`src/rtl/mux_nx1_reg.sv`:
```
// mux_nx1_reg: registered N-to-1 word multiplexer with manual select and
// round-robin auto-scan, each output word tagged with its source channel.
//
// Ports:
//   clk          rising-edge clock
//   rst          synchronous active-high reset (dominates en/mode)
//   d            flattened channel inputs, channel i = d[i*WIDTH +: WIDTH]
//   s            manual channel select (ignored in scan mode)
//   mode         0 = manual (from s), 1 = scan (internal pointer)
//   en           update enable; 0 freezes state and drops result_valid
//   result       registered selected word
//   result_ch    channel index that produced result
//   result_valid one-cycle strobe: result is a fresh in-range sample
module mux_nx1_reg #(
  parameter int unsigned WIDTH    = 8,
  parameter int unsigned CHANNELS = 4,
  parameter int unsigned DWELL    = 1,
  localparam int unsigned SEL_W   = $clog2(CHANNELS)
) (
  input  logic                      clk,
  input  logic                      rst,
  input  logic [CHANNELS*WIDTH-1:0] d,
  input  logic [SEL_W-1:0]          s,
  input  logic                      mode,
  input  logic                      en,
  output logic [WIDTH-1:0]          result,
  output logic [SEL_W-1:0]          result_ch,
  output logic                      result_valid
);

  localparam int unsigned DCNT_W = (DWELL > 1) ? $clog2(DWELL) : 1;

  logic [WIDTH-1:0]  result_q, result_d;
  logic [SEL_W-1:0]  result_ch_q, result_ch_d;
  logic              result_valid_q, result_valid_d;
  logic [SEL_W-1:0]  ptr_q, ptr_d;
  logic [DCNT_W-1:0] dcnt_q, dcnt_d;

  logic [WIDTH-1:0]  man_word;
  logic              man_hit;
  logic [WIDTH-1:0]  scan_word;

  // Channel lookup by compare so an out-of-range s never indexes past d.
  always_comb begin
    man_word  = '0;
    man_hit   = 1'b0;
    scan_word = '0;
    for (int unsigned i = 0; i < CHANNELS; i++) begin
      if (s == SEL_W'(i)) begin
        man_word = d[i*WIDTH +: WIDTH];
        man_hit  = 1'b1;
      end
      if (ptr_q == SEL_W'(i)) begin
        scan_word = d[i*WIDTH +: WIDTH];
      end
    end
  end

  // Next-state: hold everything by default, valid is a strobe.
  always_comb begin
    result_d       = result_q;
    result_ch_d    = result_ch_q;
    result_valid_d = 1'b0;
    ptr_d          = ptr_q;
    dcnt_d         = dcnt_q;

    if (en) begin
      if (!mode) begin
        result_d       = man_hit ? man_word : '0;
        result_ch_d    = s;
        result_valid_d = man_hit;
        // Park the scan pointer so every scan entry starts at channel 0.
        ptr_d          = '0;
        dcnt_d         = '0;
      end else begin
        result_d       = scan_word;
        result_ch_d    = ptr_q;
        result_valid_d = 1'b1;
        // Explicit compare-and-clear wrap for non-power-of-2 counts.
        if (dcnt_q == DCNT_W'(DWELL - 1)) begin
          dcnt_d = '0;
          ptr_d  = (ptr_q == SEL_W'(CHANNELS - 1)) ? '0 : ptr_q + SEL_W'(1);
        end else begin
          dcnt_d = dcnt_q + DCNT_W'(1);
        end
      end
    end
  end

  // State and output registers.
  always_ff @(posedge clk) begin
    if (rst) begin
      result_q       <= '0;
      result_ch_q    <= '0;
      result_valid_q <= 1'b0;
      ptr_q          <= '0;
      dcnt_q         <= '0;
    end else begin
      result_q       <= result_d;
      result_ch_q    <= result_ch_d;
      result_valid_q <= result_valid_d;
      ptr_q          <= ptr_d;
      dcnt_q         <= dcnt_d;
    end
  end

  assign result       = result_q;
  assign result_ch    = result_ch_q;
  assign result_valid = result_valid_q;

endmodule

```
`config.mk`:
```
export PLATFORM = sky130hd
export DESIGN_NAME = mux_nx1_reg
export DESIGN_NICKNAME = d
export VERILOG_FILES = /design/src/rtl/mux_nx1_reg.sv
export SDC_FILE = /design/constraint.sdc
export NUM_CORES = 1
export LEC_CHECK = 0
export CORE_UTILIZATION = 25
export CTS_BUF_LIST = sky130_fd_sc_hd__clkbuf_8
export DETAILED_ROUTE_END_ITERATION = 12
export DONT_BUFFER_PORTS = 1
export HOLD_SLACK_MARGIN = 0.15
export PLACE_DENSITY = 0.44
export SLEW_MARGIN = 5
export SYNTH_ARGS = -nofsm -noshare
export SYNTH_HDL_FRONTEND = slang
export SYNTH_SLANG_ARGS = --single-unit
```
`constraint.sdc`:
```
create_clock -name clk -period 4.2 [get_ports clk]
set_input_delay 0.42 -clock clk [delete_from_list [all_inputs] [get_ports clk]]
set_output_delay 0.42 -clock clk [all_outputs]
set_load 0.02 [all_outputs]
```
**Word level (Yosys, flattened, before mapping)**

Index checks and enable logic that the tools add are counted.

- Bitwise gates (word level): 1
- $add $sub $neg: 2
- Reduce and logical (&&, ||, !) cells: 4
- Muxes and demuxes: 21
- Eq/ne operators: 7

Operators by type and width:

| cell | number |
|---|---|
| $mux 8 | 10 |
| $eq 2x2->1 const B | 4 |
| $mux 2 | 4 |
| $mux 1 | 7 |
| $eq 2x1->1 const B | 2 |
| $logic_not 2->1 | 2 |
| $add 2x1->2 const B | 1 |
| $ne 2x2->1 const B | 1 |
| $reduce_and 2->1 | 1 |
| $reduce_or 2->1 | 1 |
| $add 1x1->1 const B | 1 |
| $not 1->1 | 1 |

- Bits in registers: 14
- Output and inout bits: 11

**Logic depth before layout (Yosys ltp)**

- Depth after elaboration: 7
- Mapped depth: 8
- Gate-level depth less buffers: 6

**Least setup slack after synthesis**

No wires, ideal clock.

- Path type: reg-to-reg
- Start: reg ptr_q[0]
- End: reg result_q[0], in the netlist result[0]
- Clock period less this slack: 1.619 ns
- Slack: 2.581 ns
- Cell stages (with the launch flop): 8
- Arrival: 1.485 ns
- Path through: dfxtp_1 -> inv_1 -> ha_1 -> nor2b_4 -> buf_6 -> a221o_1 -> a221oi_1 -> nor4_1

- Word-level cells in the longest chain between the ends: 6

Ends and longest elaborated chain:

| element | RTL line | RTL |
|---|---|---|
| from (decl) | 36 | `logic [SEL_W-1:0] ptr_q, ptr_d;` |
| from (signal assigned) | 102 | `ptr_q <= ptr_d;` |
| $logic_not 2->1 | 53 | `if (ptr_q == SEL_W'(i)) begin` |
| $mux 8 (3 in a row) | 53 |  |
| $mux 8 (*) | 53 |  |
| $mux 8 (*) | 68 | `if (!mode) begin` |
| to (signal assigned) | 99 | `result_q <= result_d;` |
| to (decl) | 33 | `logic [WIDTH-1:0] result_q, result_d;` |

Mark *: on every way between the ends. The rest lies on a longest branch, timed or not.
A chain may end at the register's enable or synchronous reset.

**Final worst setup path**

- Start: reg ptr_q[0]
- End: reg result_q[7], in the netlist result[7]

Same word-level chain as after synthesis.

==> results <==
- The flow ran to the end, and the final reports show no timing, DRC or antenna violations.
- The startpoint of the worst-slack reg-to-reg timing path is ptr_q[0].
- The element type at the critical path start is a flop.
- The number of synthesized flops with an enable pin is 0.
- The total wire length is 3011 um.
- The utilization of the core after routing is 0.2727.
- Global routing finished with a remaining overflow of 0.
- The TritonCTS buffer count is 3.
- The number of flip-flops and latches in the synthesized netlist is 13.
- The total area inside the core boundary comes to 4029 um2.
- The first global-routing pass estimated 4781 um of wire.
- The vias after detailed routing is 898.
- The slowest stage cell on the critical path is sky130_fd_sc_hd__dfxtp_1.
- The critical path crosses 6 cells after its start point.
- The final count of hold timing violations is 0.
- The via density per instance is 5.684.
- Based on the critical path, the design can be clocked at up to 0.5306 GHz.
- The longest clock path from root to sink contains 2 buffers.
- The path class of the tightest hold or removal check is input port to flop.
- The iteration-0 DRC count of the detailed router is between 40 and 50.
- The combined buffer and inverter count along the critical path is 1.
- The start point of the critical path is ptr_q[0].
- The buffer type at the clock tree root is sky130_fd_sc_hd__clkbuf_8.
- The fraction of synthesis flops using an asynchronous set or reset pin is 0.
- The horizontal die dimension is roughly 67 um.
- The clock latency reported for the late side of the worst-skew pair is ~0.25 ns.
- The maximum number of pins on one net before global-route repair is 24.
- The clock net in this run drives a total of 13 sinks.
- The number of DRC violations after detailed routing is 0.
- At the end of routability-driven placement, the weighted congestion stood at 0.7148.
- The area share of the largest cell type after synthesis is 0.2464.
- The total of max-cap violations is 0.
- The class of the most critical setup path is flop to flop.
- For this run, the total global-route usage over all layers was measured as 0.1487.
- For the finished layout, the period the worst path requires is 1.885 ns.
- The share of the yosys chip area belonging to registers is 0.2464.
- For this run, the leading register cell type out of synthesis is sky130_fd_sc_hd__dfxtp_1.
- The number of nets in the synthesized netlist is about 160.
- The via count of the first global-routing pass is 888.
- The final count of negative-setup-slack endpoints is 0.
- Yosys instantiated no cell more often than sky130_fd_sc_hd__nor2_1.
- Data on the critical path arrives at its endpoint at 2.01 ns.
- The count of mapped cells out of synthesis is 114.
- For this run, the post-layout net count is 151.
- For this design, the CTS-stage hold fixing added 0 buffers.
- The clock transition at the register clock pins on the worst setup and hold paths after CTS is 0.06 ns.
- The start point of the worst min-delay path is rst.
- The initialized floorplan defines 23 standard-cell rows.
- In the finished design, the share of the clock period the worst path needs comes to 0.4487.
- The accumulated negative setup slack is 0 ns.
- TritonCTS built the clock tree.
- The post-CTS setup repair buffer count is 0.
- The vertical die dimension is 66.99 um.
- The dominant cell type by area after synthesis is sky130_fd_sc_hd__dfxtp_1.
- The final number of max-transition violations is 0.
- For the pin with the worst max-slew slack, the measured transition is 0.5526 ns.
- The number of antenna violations at the first check in global routing is 0.
- The total power density per cell area is 289.6 nW/um2.
- The worst endpoint required time is 4.32 ns.
- In this run the remaining antenna-violating nets after routing total 0.
- The largest single stage delay on the critical path is 0.41 ns.
- The worst setup path is captured at a flop.
- For this design the static power due to leakage is around 0.39 nW.
- The number of antenna diodes in the final layout is 0.
- The post-synth design cell area is 1056 um2.
- For this run, the detailed router's first-pass iteration total came to 4.
- Setup repair after global routing left no endpoint under its margin.
- The total half-perimeter wirelength after legalization and detailed placement is between 2000 and 2500 um.
- For this run, the number of Yosys warnings is 0.
- A synthesized cell averages 9.263 um2.
- During I/O placement, the number of pins put on the boundary was 49.
- In the synthesized netlist, the cells that appear most often are sky130_fd_sc_hd__nor2_1 (14), sky130_fd_sc_hd__dfxtp_1 (13), sky130_fd_sc_hd__nand2b_1 (10), sky130_fd_sc_hd__a21oi_1 (7).
- CTS built an H-tree with a depth of 1.
- Yosys attributes the largest share of cell area to sky130_fd_sc_hd__dfxtp_1 (25%), sky130_fd_sc_hd__mux4_2 (13%), sky130_fd_sc_hd__nand2b_1 (5.9%).
- The fraction of layout cells with a size suffix above 1 is 0.1389.
- The number of buffers inserted by port buffering is 0.
- The area growth from synthesis to layout is 4.028%.
- The post-cts sizing count is 0.
- Walking the worst path, the cells encountered are inv_1 -> ha_1 -> or2_2 -> a221o_2 -> o2111ai_1 -> a311oi_1.
- The worst pin sits at a relative slew slack of 0.6316.
- In this run the worst path has a maximum fanout of 12.
- Synthesis instantiated 30 different standard cells from the library.
- The die covers approximately 4500 um2.
- For this configuration, the core starts out at a cell density of 0.2621.
- The average wire per cell in the routed design is 19.06 um.
- Across the VDD grid, the largest voltage drop is about 0.0001 V.
- The worst hold path stage count is 1.
- For the final database, setup skew stands at roughly 0.0054 ns.
- The depth of the worst register-to-register path is 6.
- The kind of cell with the highest combined delay along the critical path is compound AO/OA/AOI/OAI gates.
==> cell type report <==
type | instances | area [um2]
inverter | 6 | 22.52
fill | 454 | 2930
tap | 50 | 62.56
sequential | 13 | 260.3
multi-input combinational | 85 | 708.2
clock inverter | 1 | 3.754
clock buffer | 3 | 41.29
==> worst reg2reg max path, cell delays in order, from the launching register on <==
cell	delay (ns)
sky130_fd_sc_hd__dfxtp_1	0.41
sky130_fd_sc_hd__inv_1	0.11
sky130_fd_sc_hd__ha_1	0.35
sky130_fd_sc_hd__or2_2	0.37
sky130_fd_sc_hd__a221o_2	0.30
sky130_fd_sc_hd__o2111ai_1	0.10
sky130_fd_sc_hd__a311oi_1	0.12
==> path summary, 6_finish.rpt <==
check / endpoint / slack (ns)
setup / recovery: result[7] / 2.32
hold reg to reg: ptr_q[1] / 0.52
setup reg to reg: result[7] / 2.32
hold / removal: result_valid / 0.23
==> flip-flops by register name, summed over array words and instances, names as in the netlist <==
register and flops:
result_valid 1, ptr_q 2, result 8, result_ch 2
==> metrics by stage <==
stage | setup slack [ns] | instances | hold WS (ns) | total power [W] | instance area, um2
3_5_place_dp | 2.321 | 154 | 0.4944 | 0.0002071 | 1054
4_1_cts | 2.315 | 158 | 0.2286 | 0.0003224 | 1099
5_1_grt | 2.157 | 158 | 0.2252 | 0.0003362 | 1099
3_3_place_gp | 2.322 | 154 | 0.4930 | 0.0002067 | 1054
6_report | 2.315 | 158 | 0.2348 | 0.0003181 | 1099
2_1_floorplan | 2.581 | 114 | 0.4906 | 0.0002102 | 1056
==> kinds of logic after synthesis <==
kind of cell	Yosys count	synth area share
and+or+nand+nor	41	0.2097
AOI/OAI and AO/OA	30	0.2322
buffers and inverters	16	0.08293
DFF	13	0.2464
muxes	10	0.1813
adders and majority gates	4	0.04740
==> placed cells by master (no fill, tap or decap) <==
cell / count
sky130_fd_sc_hd__mux4_1: 1
sky130_fd_sc_hd__o2111ai_1: 3
sky130_fd_sc_hd__nor2b_1: 2
sky130_fd_sc_hd__mux4_2: 6
sky130_fd_sc_hd__a221o_2: 3
sky130_fd_sc_hd__nor2_1: 14
sky130_fd_sc_hd__a21oi_1: 7
sky130_fd_sc_hd__nand3_1: 2
sky130_fd_sc_hd__nor3b_1: 1
sky130_fd_sc_hd__a221o_1: 4
sky130_fd_sc_hd__nand2_1: 4
sky130_fd_sc_hd__nand2b_1: 10
sky130_fd_sc_hd__mux2i_1: 3
sky130_fd_sc_hd__nand4bb_1: 1
sky130_fd_sc_hd__o21ai_0: 2
sky130_fd_sc_hd__a211oi_1: 2
sky130_fd_sc_hd__a311oi_1: 3
sky130_fd_sc_hd__nor4_1: 4
sky130_fd_sc_hd__a221oi_2: 1
sky130_fd_sc_hd__dfxtp_1: 13
sky130_fd_sc_hd__clkbuf_8: 3
sky130_fd_sc_hd__nor2b_4: 1
sky130_fd_sc_hd__or2_2: 1
sky130_fd_sc_hd__a221oi_1: 4
sky130_fd_sc_hd__nor3_1: 1
sky130_fd_sc_hd__inv_1: 7
sky130_fd_sc_hd__ha_1: 4
sky130_fd_sc_hd__o311ai_0: 1
==> where the power goes <==
group / total (W) / internal, W / switching, W
combinational: 0.0000553 / 0.0000344 / 0.0000209
clock: 0.000114 / 0.0000647 / 0.0000493
sequential: 0.000149 / 0.000132 / 0.0000163
==> per-layer routing <==
layer / track usage / vias up / part of all wire
met5: 0 / - / 0
met4: 0.07713 / 0 / 0.015
met3: 0.05308 / 4 / 0.10
met2: 0.2096 / 41 / 0.46
met1: 0.1953 / 424 / 0.43
li1: - / 429 / -
Note: power is estimated with default switching activity, not from simulation.
